`config.mk`:
```
export PLATFORM = sky130hd
export DESIGN_NAME = dithered_pixel_reader_flat
export DESIGN_NICKNAME = d
export VERILOG_FILES = /design/src/rtl/dither_pkg.sv /design/src/rtl/dithered_pixel_reader_if.sv /design/src/rtl/pixel_out_buffer.sv /design/src/rtl/dithered_pixel_reader.sv /design/src/flat_wrapper.sv
export SDC_FILE = /design/constraint.sdc
export NUM_CORES = 1
export LEC_CHECK = 0
export ABC_AREA = 1
export CAP_MARGIN = 10
export CORE_ASPECT_RATIO = 1.75
export CORE_MARGIN = 2
export CORE_UTILIZATION = 25
export DETAILED_ROUTE_END_ITERATION = 8
export PLACE_DENSITY_LB_ADDON = 0.12
export SKIP_CTS_REPAIR_TIMING = 1
export SLEW_MARGIN = 20
export SYNTH_ARGS = -nofsm -noshare
export SYNTH_HDL_FRONTEND = slang
export SYNTH_SLANG_ARGS = --single-unit
```
`constraint.sdc`:
```
create_clock -name clk -period 1.7 [get_ports clk]
set_input_delay 0.255 -clock clk [delete_from_list [all_inputs] [get_ports clk]]
set_output_delay 0.255 -clock clk [all_outputs]
set_load 0.005 [all_outputs]
```
`src/rtl/dither_pkg.sv`:
```
// Constants and encodings shared between the dithering engine and its read-side scanner.
package dither_pkg;
    localparam int DITHER_IMAGEX    = 64;
    localparam int DITHER_IMAGEY    = 64;
    // Mid-grey split: closest-colour picks white at or above this level.
    localparam int DITHER_THRESHOLD = 128;

    typedef enum logic [2:0] {
        IDLE,
        ISSUE,
        WAIT,
        PUSH,
        DRAIN
    } rd_state_e;
endpackage

```
`src/rtl/dithered_pixel_reader_if.sv`:
```
// Control, SRAM port-B and packed-byte stream signals of the dithered pixel reader.
interface dithered_pixel_reader_if #(
    parameter int RGB_SIZE = 8
);
    logic                start;
    logic                busy;
    logic                done;
    logic [15:0]         sram_address;
    logic                sram_rden;
    logic [RGB_SIZE-1:0] sram_q;
    logic [7:0]          out_data;
    logic                out_valid;
    logic                out_ready;
    logic                out_last_row;
    logic                out_eof;

    modport master (
        input  start, sram_q, out_ready,
        output busy, done, sram_address, sram_rden,
        output out_data, out_valid, out_last_row, out_eof
    );

    modport slave (
        output start, sram_q, out_ready,
        input  busy, done, sram_address, sram_rden,
        input  out_data, out_valid, out_last_row, out_eof
    );
endinterface

```
`src/rtl/pixel_out_buffer.sv`:
```
// Single-entry output register holding one packed byte and its row/frame flags until accepted.
module pixel_out_buffer (
    input  logic       clk,
    input  logic       rst,
    input  logic       i_load,
    input  logic [7:0] i_data,
    input  logic       i_last_row,
    input  logic       i_eof,
    input  logic       i_ready,
    output logic       o_free,
    output logic       o_valid,
    output logic [7:0] o_data,
    output logic       o_last_row,
    output logic       o_eof
);
    logic       r_valid;
    logic [7:0] r_data;
    logic       r_last_row;
    logic       r_eof;

    // Free also while draining, so a byte can be reloaded without a bubble; o_valid stays registered.
    assign o_free     = !r_valid || i_ready;
    assign o_valid    = r_valid;
    assign o_data     = r_data;
    assign o_last_row = r_last_row;
    assign o_eof      = r_eof;

    always_ff @(posedge clk) begin
        if (rst) begin
            r_valid    <= 1'b0;
            r_data     <= '0;
            r_last_row <= 1'b0;
            r_eof      <= 1'b0;
        end else if (i_load) begin
            r_valid    <= 1'b1;
            r_data     <= i_data;
            r_last_row <= i_last_row;
            r_eof      <= i_eof;
        end else if (r_valid && i_ready) begin
            r_valid    <= 1'b0;
        end
    end
endmodule

```
`src/rtl/dithered_pixel_reader.sv`:
```
// Raster scan of the pixel SRAM after dithering: threshold each pixel to 1 bit, pack 8 per
// byte (MSB = leftmost pixel) and stream the bytes out over valid/ready.
module dithered_pixel_reader
    import dither_pkg::*;
#(
    parameter int IMAGEX     = DITHER_IMAGEX,
    parameter int IMAGEY     = DITHER_IMAGEY,
    parameter int IMAGE_SIZE = IMAGEX * IMAGEY,
    parameter int RGB_SIZE   = 8,
    parameter int BASE_ADDR  = 0,
    parameter int RD_LATENCY = 2
) (
    input logic                     clk,
    input logic                     rst,
    dithered_pixel_reader_if.master bus
);
    localparam int IDX_W = $clog2(IMAGE_SIZE) + 1;
    localparam int LAT_W = (RD_LATENCY < 2) ? 1 : $clog2(RD_LATENCY + 1);

    if (IMAGEX % 8 != 0) begin : g_chk_imagex
        $error("dithered_pixel_reader: IMAGEX must be a multiple of 8");
    end
    if (RD_LATENCY < 1) begin : g_chk_latency
        $error("dithered_pixel_reader: RD_LATENCY must be at least 1");
    end
    if (IMAGE_SIZE != IMAGEX * IMAGEY) begin : g_chk_size
        $error("dithered_pixel_reader: IMAGE_SIZE must equal IMAGEX*IMAGEY");
    end
    if (RGB_SIZE < 8) begin : g_chk_rgb
        $error("dithered_pixel_reader: RGB_SIZE must hold the 128 threshold");
    end

    rd_state_e        r_state, w_next;
    logic [IDX_W-1:0] r_idx;
    logic [2:0]       r_bitcnt;
    logic [7:0]       r_shift;
    logic [LAT_W-1:0] r_lat;

    logic w_capture, w_load, w_buf_free, w_valid;
    logic w_bit, w_last_row, w_eof;

    assign w_bit      = bus.sram_q >= RGB_SIZE'(DITHER_THRESHOLD);
    // idx has already advanced past the byte's last pixel when these are evaluated in PUSH.
    assign w_last_row = (int'(r_idx) % IMAGEX) == 0;
    assign w_eof      = int'(r_idx) == IMAGE_SIZE;

    always_ff @(posedge clk) begin
        if (rst) r_state <= IDLE;
        else     r_state <= w_next;
    end

    always_comb begin
        w_next    = r_state;
        w_capture = 1'b0;
        w_load    = 1'b0;
        case (r_state)
            IDLE:    if (bus.start) w_next = ISSUE;
            ISSUE:   w_next = WAIT;
            WAIT: begin
                if (r_lat == LAT_W'(1)) begin
                    w_capture = 1'b1;
                    w_next    = (r_bitcnt == 3'd7) ? PUSH : ISSUE;
                end
            end
            PUSH: begin
                if (w_buf_free) begin
                    w_load = 1'b1;
                    w_next = w_eof ? DRAIN : ISSUE;
                end
            end
            DRAIN:   if (!w_valid) w_next = IDLE;
            default: w_next = IDLE;
        endcase
    end

    always_ff @(posedge clk) begin
        if (rst) begin
            r_idx    <= '0;
            r_bitcnt <= '0;
            r_shift  <= '0;
            r_lat    <= '0;
        end else begin
            if (r_state == IDLE && bus.start) begin
                r_idx    <= '0;
                r_bitcnt <= '0;
            end
            if (r_state == ISSUE)     r_lat <= LAT_W'(RD_LATENCY);
            else if (r_state == WAIT) r_lat <= r_lat - LAT_W'(1);
            // bit count wraps 7 -> 0 on the eighth pixel, ready for the next byte
            if (w_capture) begin
                r_shift  <= {r_shift[6:0], w_bit};
                r_idx    <= r_idx + IDX_W'(1);
                r_bitcnt <= r_bitcnt + 3'd1;
            end
        end
    end

    pixel_out_buffer u_buf (
        .clk        (clk),
        .rst        (rst),
        .i_load     (w_load),
        .i_data     (r_shift),
        .i_last_row (w_last_row),
        .i_eof      (w_eof),
        .i_ready    (bus.out_ready),
        .o_free     (w_buf_free),
        .o_valid    (w_valid),
        .o_data     (bus.out_data),
        .o_last_row (bus.out_last_row),
        .o_eof      (bus.out_eof)
    );

    assign bus.out_valid    = w_valid;
    assign bus.busy         = r_state != IDLE;
    assign bus.done         = (r_state == DRAIN) && !w_valid;
    assign bus.sram_rden    = r_state == ISSUE;
    assign bus.sram_address = (r_state == ISSUE) ? 16'(BASE_ADDR) + 16'(r_idx) : '0;
endmodule

```
`src/flat_wrapper.sv`:
```
// flat-port wrapper written by rule: the top's interface ports become plain ports
module dithered_pixel_reader_flat import dither_pkg::*;
#(
    parameter int IMAGEX     = DITHER_IMAGEX,
    parameter int IMAGEY     = DITHER_IMAGEY,
    parameter int IMAGE_SIZE = IMAGEX * IMAGEY,
    parameter int RGB_SIZE   = 8,
    parameter int BASE_ADDR  = 0,
    parameter int RD_LATENCY = 2
)
  (clk, rst, bus_start, bus_sram_q, bus_out_ready, bus_busy, bus_done, bus_sram_address, bus_sram_rden, bus_out_data, bus_out_valid, bus_out_last_row, bus_out_eof);
  dithered_pixel_reader_if #(.RGB_SIZE(RGB_SIZE)) bus_i ();
  input logic clk;
  input logic rst;
  input wire logic [$bits(bus_i.start)-1:0] bus_start;
  input wire logic [$bits(bus_i.sram_q)-1:0] bus_sram_q;
  input wire logic [$bits(bus_i.out_ready)-1:0] bus_out_ready;
  output wire logic [$bits(bus_i.busy)-1:0] bus_busy;
  output wire logic [$bits(bus_i.done)-1:0] bus_done;
  output wire logic [$bits(bus_i.sram_address)-1:0] bus_sram_address;
  output wire logic [$bits(bus_i.sram_rden)-1:0] bus_sram_rden;
  output wire logic [$bits(bus_i.out_data)-1:0] bus_out_data;
  output wire logic [$bits(bus_i.out_valid)-1:0] bus_out_valid;
  output wire logic [$bits(bus_i.out_last_row)-1:0] bus_out_last_row;
  output wire logic [$bits(bus_i.out_eof)-1:0] bus_out_eof;
  assign bus_i.start = bus_start;
  assign bus_i.sram_q = bus_sram_q;
  assign bus_i.out_ready = bus_out_ready;
  assign bus_busy = bus_i.busy;
  assign bus_done = bus_i.done;
  assign bus_sram_address = bus_i.sram_address;
  assign bus_sram_rden = bus_i.sram_rden;
  assign bus_out_data = bus_i.out_data;
  assign bus_out_valid = bus_i.out_valid;
  assign bus_out_last_row = bus_i.out_last_row;
  assign bus_out_eof = bus_i.out_eof;
  dithered_pixel_reader #(.IMAGEX(IMAGEX), .IMAGEY(IMAGEY), .IMAGE_SIZE(IMAGE_SIZE), .RGB_SIZE(RGB_SIZE), .BASE_ADDR(BASE_ADDR), .RD_LATENCY(RD_LATENCY)) u_core (.clk(clk), .rst(rst), .bus(bus_i));
endmodule
```
==> results of run 1 <==
[power breakdown]
group	total, mW	leakage [nW]	internal, mW	switching [mW]
registers	1.14	0.324	1.06	0.0824
clock network	1.09	0.0840	0.697	0.397
logic	1.10	0.874	0.488	0.611
[critical path, delay by kind of cell (launching register included)]
kind | cells | cell delay (ns)
DFF | 1 | 0.35
and+or+nand+nor | 5 | 0.54
AOI/OAI and AO/OA | 1 | 0.13
buffers and inverters | 3 | 0.48
[cell usage after synthesis, types with 2 or more instances]
cell type and number:
nand2_1 50, dfxtp_1 40, nor2_1 37, inv_1 35, a21oi_1 31, o21ai_0 21, nand3_1 20, ha_1 5
o21ai_1 5, buf_4 4, buf_6 4, a31oi_1 3, clkbuf_1 3, nand2_2 3, nand4_1 3, nor3_1 3
buf_2 2
[final cells by class]
class / count / area [sq um] / share of cell area [%]
multi-input cells: 194 / 972 / 36.5
well taps: 90 / 113 / 4.22
inverters: 38 / 151 / 5.68
clock inverters: 3 / 47.5 / 1.78
repair buffers: 44 / 455 / 17.1
clock buffers: 5 / 125 / 4.69
flip-flops and latches: 40 / 802 / 30.1
[sequential cells by signal, indices dropped and copies added (netlist names)]
name	flops
u_core.r_idx	13
u_core.r_shift	8
u_core.u_buf.o_data	8
u_core.r_bitcnt	3
u_core.r_state	3
u_core.r_lat	2
u_core.u_buf.o_eof	1
u_core.u_buf.o_last_row	1
u_core.u_buf.o_valid	1
[worst max-delay path by stage]
stage,from,end,cells after the start
after detailed placement,u_core.r_state[1],bus_sram_address[3],5
after global placement,bus_start,u_core.r_state[0],7
after global routing,u_core.r_state[0],u_core.r_idx[7],9
after floorplan,u_core.r_state[1],bus_sram_address[10],5
final,u_core.r_state[0],u_core.r_idx[7],9
after CTS,u_core.r_state[1],bus_sram_address[3],5
[cells by family after synthesis]
group,count (synthesis)
xor+xnor,1
other cells,1
compound gates,62
fa+ha+maj,5
buf+inv,51
flops,40
simple gates,123
[through the flow]
step                      setup TNS (ns)  std cells  hold slack, ns  utilization, %  setup WS (ns)
after floorplan                        0        285           0.429               -          0.410
after global placement                 0        404           0.451            30.7          0.149
after detailed placement               0        404           0.458            30.7          0.144
after CTS                          -2.32        412           0.469            32.9         -0.173
after global routing            -0.00150        414           0.484            33.9       -0.00150
final                                  0        414           0.467            33.9          0.137
[metal layers]
| metal | share of wire (%) | wire (microns) | up-vias |
|---|---|---|---|
| met5 | 0 | 0 | - |
| met4 | 1.3 | 67 | 0 |
| met3 | 3.6 | 189 | 4 |
| met2 | 53 | 2820 | 34 |
| met1 | 42 | 2210 | 869 |
| li1 | - | - | 991 |
==> out/metrics.yaml, run 1 <==
clock_latency_ns: 0.28
cp-end-kind: "flip-flop"
clkSlewWorstSetupHoldPaths_ns: 0.06
syn_area_sq_um: 1990
die_h_microns: 122
synthSimpleGateAreaFrac_pct: 27.5
clockBufferDepth: 2
cts-htree-levels: 2
status: "complete, no violations"
nets: 340
layout.cells.most_common: "nand2_1"
dp_hpwl_microns: 3880
drc_errors: 0
synth_top_family_by_area: "simple AND/OR/NAND/NOR gates"
hold_start: "u_core.r_shift[7]"
power_mw: 3.33
top_usage_layer: "met2"
reg2reg_from: "u_core.r_state[0]"
globalplace.congestion: 0.827
grt_antenna_before_repair: 0
slew_viol_final: 0
yosys_warnings: 0
critical-path-slowest-cell: "dfxtp_2"
diodes: 0
fin_crit_ns: 1.56
synth_edf_count: 0
use_met2_pct: 23.3
critPathArrivalTime_ns: 1.79
routed_wirelength_microns: 5290
crit_required_ns: 1.92
syn2layout_area_growth_pct: 33.9
finalHoldViolations: 0
clock.fmax_ghz: 0.640
num_vias: 1898
grt_max_degree: 22
hold_depth: 2
synth_top_cell_area_share_pct: 40.2
crit_chain: "buf_4 > nor2_4 > buf_4 > nand3_4 > clkinv_4 > nand2_1 > o21ai_1 > nand2_1 > nor2_1"
peakVddDrop_mv: 0.630
final_cell_area_sq_um: 2670
viasPerCell: 4.58
synth_cell_types: 31
fp-row-count: 43
ant_nets: 0
drive_gt1_share_pct: 12.0
rr_worst_depth: 9
cts_tree: "built"
num_io_pins: 42
synth_compound_area_share_pct: 16.1
yosysTopAreaCell: "dfxtp_1"
fin_crit_sh_pct: 91.9
p_per_area_nw_per_um2: 1250
ff2ff_setup_slack_ns: 0.14
detail_route.wl_per_cell_microns: 12.8
leakagePower_nw: 1.28
use_met1_pct: 14.4
coreArea_sq_um: 7860
grt_overflow_total: 0
slowest_delay_ns: 0.35
synth-xor-area-share_pct: 0.440
cp-start-kind: "flip-flop"
worstReg2RegEnd: "u_core.r_idx[7]"
die_w_microns: 71.5
dieArea_sq_um: 8730
drt_first_iter_violations: 66
setup_violations: 0
port_buffers: 31
first_pass_iters: 4
cts_sinks: 40
cap_viol_max_count: 0
path_max_fanout: 18
numCtsBuffers: 5
hold_end: "u_core.r_shift[7]"
path_class: "reg -> reg"
min_path_type: "reg -> reg"
muxShareOfSynthArea_pct: 0
synthAdderAreaFrac_pct: 3.14
ys_ff_latch: 40
skew_ns: 0.00486
synth_cells: 283
most-common-layout-cells: "nand2_1, dfxtp_1, nor2_1, inv_1, a21oi_1"
gr-usage-met3_pct: 2.81
ys_seq_area_share_pct: 40.2
n_fill_cell: 868
synthTopCellsByArea: "dfxtp_1, nand2_1, a21oi_1"
synth_ff_type: "dfxtp_1"
cts-root-buf: "clkbuf_16"
grt_pass1_wl_microns: 8740
grt_pass1_vias: 1820
place_area_sq_um: 2410
async_flop_share_pct: 0
grt_use_total_pct: 12.8
synth.avg_cell_area_sq_um: 7.04
start_util_pct: 25.4
Power figures use the tool's default switching activity.
==> run 2, diff against run 1 <==
- CTS_BUF_LIST: not set -> sky130_fd_sc_hd__clkbuf_8
- PLACE_DENSITY: not set -> 0.52
- PLACE_DENSITY_LB_ADDON: 0.12 -> not set
==> run 2 against run 1 <==
Compared with the run above:
- design area shrank 1.8%
- power shrank 7.8%
- utilization shrank 0.62 points
- combinational power is essentially flat
- critical path depth is the same
- sequential cell count is the same
- critical endpoint unchanged
==> out/metrics.yaml, run 2 (synthesized netlist as in run 1, its figures left out) <==
status: "complete, no violations"
crit_chain: "buf_4 > nor2_4 > buf_4 > nand3_4 > clkinv_4 > nand2_1 > o21ai_1 > nand2_1 > nor2_1"
cpLargestDelayFamily: "simple AND/OR/NAND/NOR gates"
finalHoldViolations: 0  # unchanged
port_buffers: 31  # unchanged
clock.fmax_ghz: 0.672  # +5.0%
numCtsBuffers: 5  # unchanged
fin_hold_ws_ns: 0.458  # -0.00878 ns
drc_errors: 0  # unchanged
setup_violations: 0  # unchanged
power.share.clock_pct: 28.4  # -4.5 points
syn2layout_area_growth_pct: 31.4
grt_pass1_vias: 1767  # -2.9%
p_int_mw: 2.06  # -8.3%
multiInputGateArea_sq_um: 970  # -0.26%
die_w_microns: 71.5  # unchanged
most-common-layout-cells: "nand2_1, dfxtp_1, nor2_1, inv_1, a21oi_1"
cp-end-kind: "flip-flop"
first_pass_iters: 4  # unchanged
cap_viol_max_count: 0  # unchanged
drt_first_iter_violations: 85  # +29%
cts_tree: "built"
num_io_pins: 42  # unchanged
dp_slack_ns: 0.0632  # -0.0809 ns
drive_gt1_share_pct: 11.7  # -0.31 points
layout.cells.most_common: "nand2_1"
dp_hpwl_microns: 3660  # -5.7%
diodes: 0  # unchanged
nets: 340  # unchanged
ant_nets: 0  # unchanged
ff2ff_setup_slack_ns: 0.21  # +0.07 ns
grt_antenna_before_repair: 0  # unchanged
finalNonFillerCells: 414  # unchanged
start_util_pct: 25.4  # unchanged
coreArea_sq_um: 7860  # unchanged
grt_pass1_wl_microns: 8320  # -4.7%
viasPerCell: 4.55  # -0.68%
fin_crit_ns: 1.49  # -0.0744 ns
path_buf_inv: 3  # unchanged
swShare_pct: 33.1  # +0.32 points
p_switching_mw: 1.01  # -6.9%
cts-htree-levels: 2  # unchanged
skew_ns: 0.00194  # -0.00292 ns
critical-path-slowest-cell: "dfxtp_2"
clock_latency_ns: 0.30  # +0.02 ns
globalplace.congestion: 0.784  # -5.3%
dieArea_sq_um: 8730  # unchanged
crit_required_ns: 1.94  # +0.02 ns
cts_sinks: 40  # unchanged
fp-row-count: 43  # unchanged
utilization_pct: 33.3  # -0.62 points
top_register: "u_core.r_idx"
place_inst: 403  # -0.25%
p_per_area_nw_per_um2: 1170  # -6.1%
slew_viol_final: 0  # unchanged
fin_crit_sh_pct: 87.6  # -4.4 points
slowest_delay_ns: 0.35  # about the same
detail_route.wl_per_cell_microns: 12.0  # -6.0%
p_comb_share_pct: 34.9  # +1.9 points
peakVddDrop_mv: 0.486  # -23%
p_seq_share_pct: 36.7  # +2.5 points
regArea_sq_um: 802  # unchanged
fin_setup_tns_ns: 0  # unchanged
min_path_type: "reg -> reg"
rsz0062_at_grt: "no"
path_class: "reg -> reg"
clkSlewWorstSetupHoldPaths_ns: 0.08  # +0.02 ns
grt_overflow_total: 0  # unchanged
die_h_microns: 122  # unchanged
grt_max_degree: 19  # -14%
leakagePower_nw: 1.26  # -1.4%
cp-start-kind: "flip-flop"
num_vias: 1885  # -0.68%
clockBufferDepth: 2  # unchanged
routed_wirelength_microns: 4970  # -6.0%
n_fill_cell: 848  # -2.3%
cts-root-buf: "clkbuf_8"
fin_ws_ns: 0.212  # +0.0744 ns
critPathArrivalTime_ns: 1.73  # -0.06 ns
largest_reg_flops: 13  # unchanged
path_max_fanout: 18  # unchanged
grt_use_total_pct: 12.2  # -0.66 points
run 2: cell types whose count changed in the layout (fill, tap and decap cells not counted):
cell,delta
clkbuf_8,+7
clkbuf_16,-5
buf_6,-2
clkinv_4,-2
buf_4,+1
buf_8,+1
nor2_1,+1
nor2_2,-1
run 2: worst register-to-register path, delay by kind of cell (launching register included):
| family | cells | cell delay, ns |
|---|---|---|
| simple gates | 5 | 0.50 |
| compound gates | 1 | 0.12 |
| buf+inv | 3 | 0.48 |
| flops | 1 | 0.35 |
run 2: power by group through the flow:
stage | sequential (mW) | combinational (mW) | clock (mW)
6_report | 1.13 | 1.07 | 0.872
5_1_grt | 1.14 | 1.19 | 0.933
4_1_cts | 1.12 | 0.990 | 0.905
3_5_place_dp | 1.14 | 0.983 | 0
3_3_place_gp | 1.14 | 0.978 | 0
2_1_floorplan | 1.15 | 0.584 | 0
run 2: metal layers:
| layer | track usage, % | share of wire [%] | wire length (microns) | up-vias |
|---|---|---|---|---|
| met3 | 2.32 | 4.6 | 229 | 6 |
| met1 | 13.3 | 39 | 1940 | 851 |
| li1 | - | - | - | 988 |
| met2 | 22.2 | 54 | 2710 | 40 |
| met4 | 5.42 | 2.0 | 97 | 0 |
| met5 | 0 | 0 | 0 | - |
run 2: through the flow:
stage               instance area (sq um)  total power [mW]
floorplan                            2000              1.74
global placement                     2400              2.11
detailed placement                   2400              2.12
CTS                                  2530              3.01
global route                         2620              3.27
finish                               2620              3.07
run 2: final cells by class:
class | instances | share of cell area [%]
clock inverter | 1 | 1.15
inverter | 38 | 5.78
multi-input combinational | 194 | 37.0
clock buffer | 7 | 3.68
sequential | 40 | 30.6
timing repair buffer | 44 | 17.4
tap | 90 | 4.30
run 2: path summary, 6_finish.rpt:
check	cells after the start	from	endpoint
max reg2reg	9	u_core.r_state[0]	u_core.r_idx[7]
max	9	u_core.r_state[0]	u_core.r_idx[7]
min	2	u_core.r_shift[7]	u_core.r_shift[7]
min reg2reg	2	u_core.r_shift[7]	u_core.r_shift[7]
==> run 3, diff against run 2 <==
- CORE_ASPECT_RATIO: 1.75 -> 1.2
==> run 3 against run 2 <==
Compared with the run above:
- sequential share of layout area rose by 0.40 points
- critical path depth fell by 3
- combinational power barely moved
- routed wire length fell by 5.1%
- sequential power barely moved
- fmax fell by 5.5%
- largest cell class unchanged
==> out/metrics.yaml, run 3 (synthesized netlist as in run 1, its figures left out) <==
clock.fmax_ghz: 0.635  # -5.5%
syn2layout_area_growth_pct: 29.7
hold_end: "u_core.r_shift[7]"
fin_crit_sh_pct: 92.7  # +5.1 points
grt_max_degree: 21  # +2
grt_use_total_pct: 11.0  # -1.2 points
cts-htree-levels: 2  # unchanged
layout.cells.most_common: "nand2_1"
skew_ns: 0.00863  # +0.00668 ns
rr_worst_depth: 8  # -1
slew_viol_final: 0  # unchanged
cts_sinks: 40  # unchanged
start_util_pct: 25.8  # +0.49 points
clkSlewWorstSetupHoldPaths_ns: 0.08  # about the same
clockBufferDepth: 2  # unchanged
rsz0062_at_grt: "no"
port_buffers: 31  # unchanged
finalNonFillerCells: 416  # +0.48%
place_area_sq_um: 2400  # +0.10%
fin_ws_ns: 0.124  # -0.0871 ns
fin_hold_ws_ns: 0.468  # +0.0104 ns
detail_route.wl_per_cell_microns: 11.3  # -5.6%
grt_antenna_before_repair: 0  # unchanged
path_class: "reg -> out"
ff2ff_setup_slack_ns: 0.21  # about the same
diodes: 0  # unchanged
setup_violations: 0  # unchanged
drive_gt1_share_pct: 11.4  # -0.31 points
peakVddDrop_mv: 0.568  # +17%
finalHoldViolations: 0  # unchanged
largest_reg_flops: 13  # unchanged
ant_nets: 0  # unchanged
dp_slack_ns: 0.104  # +0.0407 ns
final_cell_area_sq_um: 2580  # -1.3%
die_h_microns: 102  # -17%
status: "complete, no violations"
cts_tree: "built"
critPathArrivalTime_ns: 1.32  # -0.41 ns
fin_crit_ns: 1.58  # +0.0871 ns
coreArea_sq_um: 7710  # -1.9%
worstReg2RegEnd: "u_core.r_idx[7]"
grt_pass1_vias: 1753  # -0.79%
hold_depth: 2  # unchanged
grt_pass1_wl_microns: 7750  # -6.9%
drc_errors: 0  # unchanged
num_io_pins: 42  # unchanged
cts-root-buf: "clkbuf_8"
place_inst: 405  # +0.50%
dieArea_sq_um: 8700  # -0.29%
viasPerCell: 4.42  # -2.9%
most-common-layout-cells: "nand2_1, dfxtp_1, nor2_1, inv_1, a21oi_1"
hold_start: "u_core.r_shift[7]"
p_per_area_nw_per_um2: 1100  # -6.0%
clock_latency_ns: 0.29  # about the same
drt_first_iter_violations: 109  # +28%
dp_hpwl_microns: 3290  # -10%
numCtsBuffers: 5  # unchanged
cp-end-kind: "output port"
fp-row-count: 35  # -19%
routed_wirelength_microns: 4720  # -5.1%
globalplace.congestion: 0.850  # +8.5%
cp-start-kind: "flip-flop"
nets: 340  # unchanged
first_pass_iters: 4  # unchanged
cap_viol_max_count: 0  # unchanged
die_w_microns: 85.5  # +20%
num_vias: 1840  # -2.4%
reg2reg_from: "u_core.r_state[0]"
crit_required_ns: 1.44  # -0.50 ns
top_register: "u_core.r_idx"
min_path_type: "reg -> reg"
leakagePower_nw: 1.25  # -1.3%
grt_overflow_total: 0  # unchanged
path_max_fanout: 7  # -11
==> run 3: cell type report <==
type | instances | area [sq um]
tap | 92 | 115
timing repair buffer | 44 | 455
clock buffer | 6 | 82.6
clock inverter | 2 | 11.3
fill | 835 | 5120
sequential | 40 | 802
inverter | 38 | 151
multi-input combinational | 194 | 966
==> run 3: through the flow <==
| step | utilization (%) | setup TNS, ns | power [mW] |
|---|---|---|---|
| floorplan | - | 0 | 1.74 |
| global route | 33.5 | 0 | 3.03 |
| global placement | 31.2 | 0 | 2.10 |
| CTS | 32.4 | -2.92 | 2.77 |
| detailed placement | 31.2 | 0 | 2.10 |
| finish | 33.5 | 0 | 2.85 |
==> run 3: per-layer routing <==
layer | wire length, microns | track usage (%)
met5 | 0 | 0
met2 | 2190 | 19.2
met1 | 2250 | 13.3
met4 | 45 | 2.93
met3 | 236 | 3.10
==> run 3: how the worst max path moves through the flow <==
stage | from | to | slack (ns)
final | u_core.r_state[1] | bus_sram_address[0] | 0.12
after global placement | u_core.r_state[1] | bus_sram_address[0] | 0.12
after detailed placement | u_core.r_state[1] | bus_sram_address[0] | 0.10
after floorplan | u_core.r_state[1] | bus_sram_address[10] | 0.41
after global routing | u_core.r_state[1] | bus_sram_address[1] | 0.03
after CTS | u_core.r_state[1] | bus_sram_address[0] | -0.24
==> run 3: power breakdown <==
| part | total (mW) | internal, mW | switching, mW |
|---|---|---|---|
| clock network | 0.659 | 0.324 | 0.335 |
| registers | 1.13 | 1.05 | 0.0713 |
| logic | 1.06 | 0.467 | 0.596 |
==> run 3: worst max-delay path, stage by stage (launching register included) <==
cell            delay [ns]
dfxtp_1               0.32
inv_2                 0.10
nand3_4               0.09
buf_6                 0.15
buf_4                 0.13
nor2_1                0.09
dlymetal6s2s_1        0.15
